==> config.mk <==
export PLATFORM = sky130hd
export DESIGN_NAME = operand_stage
export DESIGN_NICKNAME = d
export VERILOG_FILES = /design/src/rtl/operand_stage.sv
export SDC_FILE = /design/constraint.sdc
export NUM_CORES = 1
export LEC_CHECK = 0
export CORE_ASPECT_RATIO = 1.25
export CORE_MARGIN = 1
export CORE_UTILIZATION = 38
export DETAILED_ROUTE_END_ITERATION = 8
export PLACE_DENSITY_LB_ADDON = 0.3
export SLEW_MARGIN = 20
export SYNTH_ARGS = -nofsm -noshare
export SYNTH_HDL_FRONTEND = slang
export SYNTH_SLANG_ARGS = --single-unit
==> constraint.sdc <==
create_clock -name clk -period 2.75 [get_ports clk]
set_clock_uncertainty 0.1 [all_clocks]
set_input_delay 0.55 -clock clk [delete_from_list [all_inputs] [get_ports clk]]
set_output_delay 0.55 -clock clk [all_outputs]
set_load 0.01 [all_outputs]
==> src/rtl/operand_stage.sv <==
// Operand stage: register-file read, hazard detection, operand forwarding, and a registered output bundle with valid/ready.
// Build option: define OPERAND_FORWARDING_EN to forward from EX/MEM; otherwise any producer match on a live source stalls.
module operand_stage (
    input  logic        clk,
    input  logic        reset_n,
    input  logic        in_valid,
    output logic        in_ready,
    input  logic [1:0]  rs,
    input  logic [1:0]  rt,
    input  logic [1:0]  rd,
    input  logic        use_rs,
    input  logic        use_rt,
    input  logic        reg_write_in,
    input  logic        mem_read_in,
    input  logic [15:0] imm_in,
    output logic [1:0]  rf_addr1,
    output logic [1:0]  rf_addr2,
    input  logic [15:0] rf_data1,
    input  logic [15:0] rf_data2,
    input  logic [1:0]  ex_rd,
    input  logic        ex_reg_write,
    input  logic        ex_mem_read,
    input  logic [15:0] ex_result,
    input  logic [1:0]  mem_rd,
    input  logic        mem_reg_write,
    input  logic [15:0] mem_result,
    output logic        out_valid,
    input  logic        out_ready,
    output logic [15:0] out_a,
    output logic [15:0] out_b,
    output logic [15:0] out_imm,
    output logic [1:0]  out_rd,
    output logic        out_reg_write,
    output logic        out_mem_read,
    output logic [15:0] stall_cnt
);

    // Source 0 is rs / port 1, source 1 is rt / port 2.
    logic [1:0][1:0]  src_idx;
    logic [1:0]       src_live;
    logic [1:0][15:0] src_rf;
    logic [1:0][15:0] src_val;
    logic [1:0]       src_haz;

    logic hazard;
    logic advance;
    logic accept;

    logic        out_valid_q, out_valid_d;
    logic [15:0] out_a_q, out_a_d;
    logic [15:0] out_b_q, out_b_d;
    logic [15:0] out_imm_q, out_imm_d;
    logic [1:0]  out_rd_q, out_rd_d;
    logic        out_rw_q, out_rw_d;
    logic        out_mr_q, out_mr_d;
    logic [15:0] stall_q, stall_d;

    assign rf_addr1 = rs;
    assign rf_addr2 = rt;

    assign src_idx  = {rt, rs};
    assign src_live = {use_rt, use_rs};
    assign src_rf   = {rf_data2, rf_data1};

    genvar gi;
    generate
        for (gi = 0; gi < 2; gi++) begin : g_src
            logic ex_hit;
            logic mem_hit;

            assign ex_hit  = src_live[gi] && ex_reg_write && (ex_rd == src_idx[gi]);
            assign mem_hit = src_live[gi] && mem_reg_write && (mem_rd == src_idx[gi]);
`ifdef OPERAND_FORWARDING_EN
            // A load in EX has no data yet, so only that case stalls; EX wins over MEM.
            assign src_haz[gi] = ex_hit && ex_mem_read;
            assign src_val[gi] = (ex_hit && !ex_mem_read) ? ex_result :
                                 mem_hit                  ? mem_result :
                                                            src_rf[gi];
`else
            assign src_haz[gi] = ex_hit || mem_hit;
            assign src_val[gi] = src_rf[gi];
`endif
        end
    endgenerate

`ifndef OPERAND_FORWARDING_EN
    logic fwd_unused;
    assign fwd_unused = ^{ex_mem_read, ex_result, mem_result};
`endif

    assign hazard   = |src_haz;
    assign advance  = !out_valid_q || out_ready;
    assign in_ready = !hazard && advance;
    assign accept   = in_valid && in_ready;

    always_comb begin
        out_valid_d = out_valid_q;
        out_a_d     = out_a_q;
        out_b_d     = out_b_q;
        out_imm_d   = out_imm_q;
        out_rd_d    = out_rd_q;
        out_rw_d    = out_rw_q;
        out_mr_d    = out_mr_q;
        stall_d     = stall_q;

        // When the slot frees up without a new capture, emit a bubble with its controls cleared.
        if (advance) begin
            out_valid_d = accept;
            out_rw_d    = 1'b0;
            out_mr_d    = 1'b0;
            if (accept) begin
                out_a_d   = src_val[0];
                out_b_d   = src_val[1];
                out_imm_d = imm_in;
                out_rd_d  = rd;
                out_rw_d  = reg_write_in;
                out_mr_d  = mem_read_in;
            end
        end

        if (in_valid && hazard && (stall_q != 16'hFFFF)) begin
            stall_d = stall_q + 16'd1;
        end
    end

    always_ff @(posedge clk or negedge reset_n) begin
        if (!reset_n) begin
            out_valid_q <= 1'b0;
            out_a_q     <= 16'd0;
            out_b_q     <= 16'd0;
            out_imm_q   <= 16'd0;
            out_rd_q    <= 2'd0;
            out_rw_q    <= 1'b0;
            out_mr_q    <= 1'b0;
            stall_q     <= 16'd0;
        end else begin
            out_valid_q <= out_valid_d;
            out_a_q     <= out_a_d;
            out_b_q     <= out_b_d;
            out_imm_q   <= out_imm_d;
            out_rd_q    <= out_rd_d;
            out_rw_q    <= out_rw_d;
            out_mr_q    <= out_mr_d;
            stall_q     <= stall_d;
        end
    end

    assign out_valid     = out_valid_q;
    assign out_a         = out_a_q;
    assign out_b         = out_b_q;
    assign out_imm       = out_imm_q;
    assign out_rd        = out_rd_q;
    assign out_reg_write = out_rw_q;
    assign out_mem_read  = out_mr_q;
    assign stall_cnt     = stall_q;

endmodule

==> results by group, run 1 <==
Run status
  • Status: completed

Global route
  • Total GRT Usage: 17.2%
  • M2 GR Usage: 28.4%
  • First-pass GRT wire length: 10.7 mm
  • Pin count of the biggest net entering global routing: 39
  • Vias in the first global route: 2149
  • Initial antenna violation count: 0
  • Grt peak-use layer: met2
  • Grt met1 use: 20.9%
  • Met3 Resource Use GR: 5.86%
  • Grt ovf: 0

Setup path
  • Critical Path Fanout Max: 3
  • Critical Path Sink Type: primary output
  • Startpoint Class: primary input
  • Critical Path RT: 2.10 ns
  • FF-to-FF path depth: 6
  • Flop-to-flop setup slack: 0.61 ns
  • Arr. time, crit path: 1.99 ns
  • Crit Path Class: in2out
  • R2r startpoint: stall_cnt[0]
  • Crit Reg-Reg Endpoint: stall_cnt[1]

Clock tree
  • Worst-path clk slew: 0.08 ns
  • CTS H-tree depth: 3
  • Worst skew pair latency: 0.33 ns
  • CTS Buf Count: 9
  • Clk buf depth: 2
  • Clock root buffer: clkbuf_8
  • TritonCTS Sinks: 69
  • CTS Hold Bufs: 0
  • CTS tree: built

Floorplanning
  • Die area: 0.00824 sq mm
  • Die height: 101 um
  • Core box area: 0.00749 sq mm
  • Die W: 81.4 um
  • Std-Cell Rows: 35
  • Starting Density: 40.0%
  • # IOs: 175

Drt
  • Final wirelength: 6.78 mm
  • DR iter-0 viols: 42
  • First-pass DRT Iterations: 4
  • WL/cell: 14.9 um
  • Post-route ant nets: 0
  • Vias per std cell: 4.71
  • Vias after detailed routing: 2148
  • DRC: 0

Placement
  • Pre-CTS WS: -0.190 ns
  • Final GP Congestion: 0.785
  • Placed inst area: 0.00461 sq mm
  • Detailed placement HPWL: 4.96 mm
  • Number of port buffers: 141

Yosys
  • Register area share after synthesis: 57.7%
  • Syn Nets: 303
  • Synth Area per Inst: 14.9 sq um
  • #FFs+latches synth: 69
  • Synth cell types: 26
  • Post-Syn Instances: 201
  • Synth warn: 0
  • Syn Std Cell Area: 0.00299 sq mm

Hold path
  • Hold/Removal Path Class: in2async

Power
  • Sequential share of power: 39.7%
  • Comb pwr share: 32.8%
  • Worst vdd rail ir drop: 0.000468 V
  • Switching Fraction: 26.3%
  • Lkg Pwr: 0.00210 uW
  • Int Pwr: 2550 uW
  • Total design power: 3460 uW
  • Pwr per Cell Area: 711 mW/mm^2
  • P_sw: 910 uW
  • Clk pwr share: 27.5%

STA
  • Maximum clock rate: 379 MHz
  • Slew Viols, Final: 0
  • Final worst-path cycle share: 95.9%
  • Final Hold Vio Count: 0
  • Worst-margin pin slew: 0.762 ns
  • Rel. slew slack: 49.2%
  • Post-layout minimum cycle time: 2.64 ns
  • Final setup fails: 0
  • RSZ-0062 raised after global routing: no
  • Setup WS post-layout: 0.113 ns

Layout
  • Commonest non-fill, non-tap cell in the layout: clkdlybuf4s50_1
  • Fraction of layout cells with a size suffix above 1: 22.8%
  • Multi-input gate area: 0.00116 sq mm
  • FILL cells: 579
  • Final cell area excluding filler cells: 0.00486 sq mm
  • N_diodes: 0
  • Layout area overhead: 62.4%
  • Sequential cell area: 0.00173 sq mm
  • Layout net count: 461
  • Commonest non-fill, non-tap cells in the layout: clkdlybuf4s50_1 (138), dfrtp_1 (69), mux2_4 (30)

Flow run
  • Maxcap violations: 0
==> cell type report <==
type / instances / area share, %
Clock buffer: 11 / 3.11
Clock inverter: 5 / 1.67
Inverter: 3 / 0.232
Multi-Input combinational cell: 118 / 24.0
Sequential cell: 69 / 35.5
Tap cell: 92 / 2.37
Timing Repair Buffer: 158 / 33.1
==> Yosys cell counts (all sizes together) <==
cell	count	share of area, %
a21oi	1	0.54
a22o	2	0.59
a31oi	2	0.42
a41o	1	0.33
and2	2	0.42
and3	2	0.42
buf	10	3.1
clkbuf	1	0.13
dfrtp	69	58
ha	1	0.42
inv	3	0.38
mux2	51	23
nand2	8	1.1
nand3	5	0.84
nand4	9	1.9
nor2	5	0.63
nor2b	1	0.21
nor3	4	1.0
or2	1	0.21
xnor2	14	4.1
xor2	9	2.6
==> kinds of logic after synthesis <==
logic type                 Yosys count  synth area share (%)
adders and majority gates            1                 0.418
buffers and inverters               14                  3.64
DFF                                 69                  57.7
xor gates and xnor gates            23                  6.73
muxes                               51                  22.9
and+or+nand+nor                     37                  6.73
AOI/OAI and AO/OA                    6                  1.88
==> state kept, by name, summed over array words and instances (netlist names) <==
register       cells
out_a             16
out_b             16
out_imm           16
out_mem_read       1
out_rd             2
out_reg_write      1
out_valid          1
stall_cnt         16
==> timing repair <==
item	in CTS	in global routing
pin swaps	1	0
resized for setup	1	3
buffers inserted	1	0
setup endpoints to repair	1	1
gates cloned	0	0
==> layer usage <==
metal,part of all wire [%],wire [um]
met1,42,2820
met3,7.6,515
met4,1.1,76
met2,50,3370
met5,0,0
==> critical path, stage by stage <==
cell,delay (ns)
clkdlybuf4s50_1,0.53
xor2_1,0.18
nor2_1,0.07
a31oi_2,0.23
nand2_2,0.08
nor2_1,0.09
clkdlybuf4s15_1,0.25
==> how the worst max path moves through the flow <==
stage | startpoint | endpoint | slack, ns | depth (start not counted)
2_1_floorplan | rt[0] | out_a[10] | 0.50 | 7
3_3_place_gp | rt[1] | in_ready | -0.18 | 7
3_5_place_dp | rs[1] | in_ready | -0.19 | 7
4_1_cts | rs[1] | in_ready | 0.08 | 7
5_1_grt | rs[0] | in_ready | 0.0009 | 7
6_report | rt[1] | in_ready | 0.11 | 7
==> power groups by stage <==
stage / Sequential (uW) / Combinational (uW) / Clock [uW]
after global routing: 1400 / 1220 / 1020
final: 1370 / 1130 / 953
after CTS: 1370 / 1150 / 985
after detailed placement: 1390 / 1140 / 0
after global placement: 1370 / 1140 / 0
after floorplan: 1480 / 376 / 0
==> per-stage QoR <==
step	utilization, %	TNS [ns]	hold WS [ns]	std cells
3_5_place_dp	61.6	-3.56	0.374	439
6_report	64.9	0	0.183	456
4_1_cts	64.8	0	0.189	456
2_1_floorplan	-	0	0.154	201
5_1_grt	64.9	0	0.220	456
3_3_place_gp	61.6	-2.66	0.369	439
Note: power is estimated with default switching activity, not from simulation.
==> inputs of run 2 (changes only) <==
--- a/config.mk
+++ b/config.mk
@@ -9,6 +9,7 @@
 export CORE_MARGIN = 1
 export CORE_UTILIZATION = 38
 export DETAILED_ROUTE_END_ITERATION = 8
+export GPL_TIMING_DRIVEN = 0
 export PLACE_DENSITY_LB_ADDON = 0.3
 export SLEW_MARGIN = 20
 export SYNTH_ARGS = -nofsm -noshare
==> run 2 against run 1 <==
Net effect:
- setup slack improved by 0.098 ns
- via count increased by 1.0%
- power decreased by 9.5%
- hold slack got worse by 0.13 ns
- critical path type unchanged
- critical endpoint unchanged
==> results by group, run 2 (synthesis results as in run 1) <==
Layout
  • Finished Layout Cells: 452 (-0.88%)
  • Fraction of layout cells with a size suffix above 1: 21.7% (-1.1 points)
  • N_diodes: 0 (unchanged)
  • Commonest non-fill, non-tap cells in the layout: clkdlybuf4s50_1 (139), dfrtp_1 (69), mux2_4 (30)
  • Final cell area excluding filler cells: 0.00471 sq mm (-3.0%)
  • Layout area overhead: 57.5%
  • Layout net count: 459 (-0.43%)
  • Commonest non-fill, non-tap cell in the layout: clkdlybuf4s50_1

STA
  • Maximum clock rate: 394 MHz (+3.9%)
  • Setup WS post-layout: 0.211 ns (+0.0979 ns)
  • Slew Viols, Final: 0 (unchanged)
  • Final hold slack: 0.0505 ns (-0.133 ns)
  • Worst-margin pin slew: 0.586 ns (-0.176 ns)
  • Final Hold Vio Count: 0 (unchanged)
  • Rel. slew slack: 60.7% (+11 points)
  • Final worst-path cycle share: 92.3% (-3.6 points)
  • Final setup fails: 0 (unchanged)
  • Post-layout minimum cycle time: 2.54 ns (-0.0979 ns)
  • RSZ-0062 raised after global routing: no

Placement
  • Detailed placement HPWL: 4.83 mm (-2.8%)
  • Number of port buffers: 141 (unchanged)
  • Placed inst area: 0.00454 sq mm (-1.6%)
  • Final GP Congestion: 0.788 (+0.36%)
  • Cells after DPL: 435 (-0.91%)
  • Pre-CTS WS: -0.374 ns (-0.185 ns)

Run status
  • Status: completed

Floorplanning
  • Core box area: 0.00749 sq mm (unchanged)
  • Die area: 0.00824 sq mm (unchanged)
  • Starting Density: 40.0% (unchanged)
  • Std-Cell Rows: 35 (unchanged)
  • Die W: 81.4 um (unchanged)
  • # IOs: 175 (unchanged)
  • Die height: 101 um (unchanged)

Clock tree
  • Worst-path clk slew: 0.06 ns (-0.02 ns)
  • Clk buf depth: 2 (unchanged)
  • Clock root buffer: clkbuf_8
  • CTS Buf Count: 9 (unchanged)
  • Worst skew pair latency: 0.33 ns (about the same)
  • CTS H-tree depth: 3 (unchanged)
  • CTS Hold Bufs: 0 (unchanged)
  • CTS tree: built
  • TritonCTS Sinks: 69 (unchanged)

Drt
  • First-pass DRT Iterations: 4 (unchanged)
  • Final wirelength: 6.64 mm (-2.0%)
  • Vias after detailed routing: 2170 (+1.0%)
  • WL/cell: 14.7 um (-1.1%)
  • DRC: 0 (unchanged)
  • Post-route ant nets: 0 (unchanged)
  • DR iter-0 viols: 26 (-38%)
  • Vias per std cell: 4.80 (+1.9%)

Power
  • Worst vdd rail ir drop: 0.000365 V (-22%)
  • Switching Fraction: 27.4% (+1.1 points)
  • Clk pwr share: 20.9% (-6.6 points)
  • Pwr per Cell Area: 664 mW/mm^2 (-6.6%)
  • P_sw: 857 uW (-5.8%)
  • Int Pwr: 2270 uW (-11%)
  • Total design power: 3130 uW (-9.5%)
  • Sequential share of power: 43.7% (+4.0 points)
  • Lkg Pwr: 0.00203 uW (-3.5%)
  • Comb pwr share: 35.4% (+2.6 points)

Global route
  • First-pass GRT wire length: 10.4 mm (-2.3%)
  • Pin count of the biggest net entering global routing: 40 (+2.6%)
  • Grt ovf: 0 (unchanged)
  • Total GRT Usage: 16.8% (-0.47 points)
  • Initial antenna violation count: 0 (unchanged)
  • Vias in the first global route: 2167 (+0.84%)

Setup path
  • Crit Path Class: in2out
  • Critical-path top delay cell: clkdlybuf4s50_1
  • Critical Path Fanout Max: 3 (unchanged)
  • Critical Path RT: 2.10 ns (about the same)
  • Flop-to-flop setup slack: 0.55 ns (-0.06 ns)
  • Crit path top cell by count: nor2_1
  • Arr. time, crit path: 1.89 ns (-0.10 ns)
  • WP buf/inv: 2 (unchanged)
  • Slowest stage delay, CP: 0.53 ns (about the same)
  • Startpoint Class: primary input
  • Crit Reg-Reg Endpoint: stall_cnt[12]
  • Worst-path cell chain: clkdlybuf4s50_1 > xor2_1 > nor2_1 > a31oi_2 > nand2_2 > nor2_1 > clkbuf_2
  • FF-to-FF path depth: 8 (+2)
  • Critical Path Sink Type: primary output
  • R2r startpoint: stall_cnt[7]
  • CP delay by family, top: buffers and inverters

Hold path
  • Hold/Removal Path Class: in2async

Flow run
  • Maxcap violations: 0 (unchanged)
run 2: final cells by class:
cell class | count | area [sq um]
Buffer | 11 | 97.6
Clock buffer | 11 | 131
Clock inverter | 3 | 15.0
Fill cell | 581 | 2770
Inverter | 3 | 11.3
Multi-Input combinational cell | 118 | 1170
Sequential cell | 69 | 1730
Tap cell | 92 | 115
Timing Repair Buffer | 145 | 1450
run 2: how the worst max path moves through the flow:
stage          startpoint         end  cells after the start  slack, ns
2_1_floorplan       rt[0]   out_a[10]                      7       0.50
3_3_place_gp      reset_n  out_imm[6]                      1      -1.28
3_5_place_dp        rt[1]    in_ready                      7      -0.37
4_1_cts             rs[0]    in_ready                      7       0.09
5_1_grt             rs[1]    out_a[6]                      8        0.1
6_report            rt[0]    in_ready                      7       0.21
run 2: power by group through the flow:
stage | sequential, uW | clock (uW) | combinational [uW]
3_5_place_dp | 1390 | 0 | 1120
2_1_floorplan | 1480 | 0 | 376
4_1_cts | 1370 | 679 | 1120
6_report | 1370 | 653 | 1110
5_1_grt | 1400 | 720 | 1190
3_3_place_gp | 1370 | 0 | 1100
run 2: repair_timing:
action / in CTS / in global routing
setup endpoints to repair: 1 / 1
hold endpoints to repair: 0 / 0
pin swaps: 2 / 0
cloned: 0 / 0
gates resized for setup: 3 / 2
buffers inserted: 2 / 1
run 2: layer usage:
layer	track usage, %	routed length, um	vias to the layer above
li1	-	-	1006
met5	0	0	-
met3	4.68	527	12
met4	7.83	126	0
met1	19.4	2670	1057
met2	28.4	3320	95
run 2: metrics by stage:
step | util, % | TNS, ns
after floorplan | - | 0
after global placement | 60.4 | -103.12
after detailed placement | 60.6 | -14.03
after CTS | 62.9 | 0
after global routing | 63.0 | 0
final | 63.0 | 0
==> inputs of run 3 (changes only) <==
--- a/config.mk
+++ b/config.mk
@@ -6,7 +6,6 @@
 export NUM_CORES = 1
 export LEC_CHECK = 0
 export CORE_ASPECT_RATIO = 1.25
-export CORE_MARGIN = 1
 export CORE_UTILIZATION = 38
 export DETAILED_ROUTE_END_ITERATION = 8
 export GPL_TIMING_DRIVEN = 0
==> results of run 3 <==
Same layout as run 2: the final DEF is identical, and so are final timing and power.
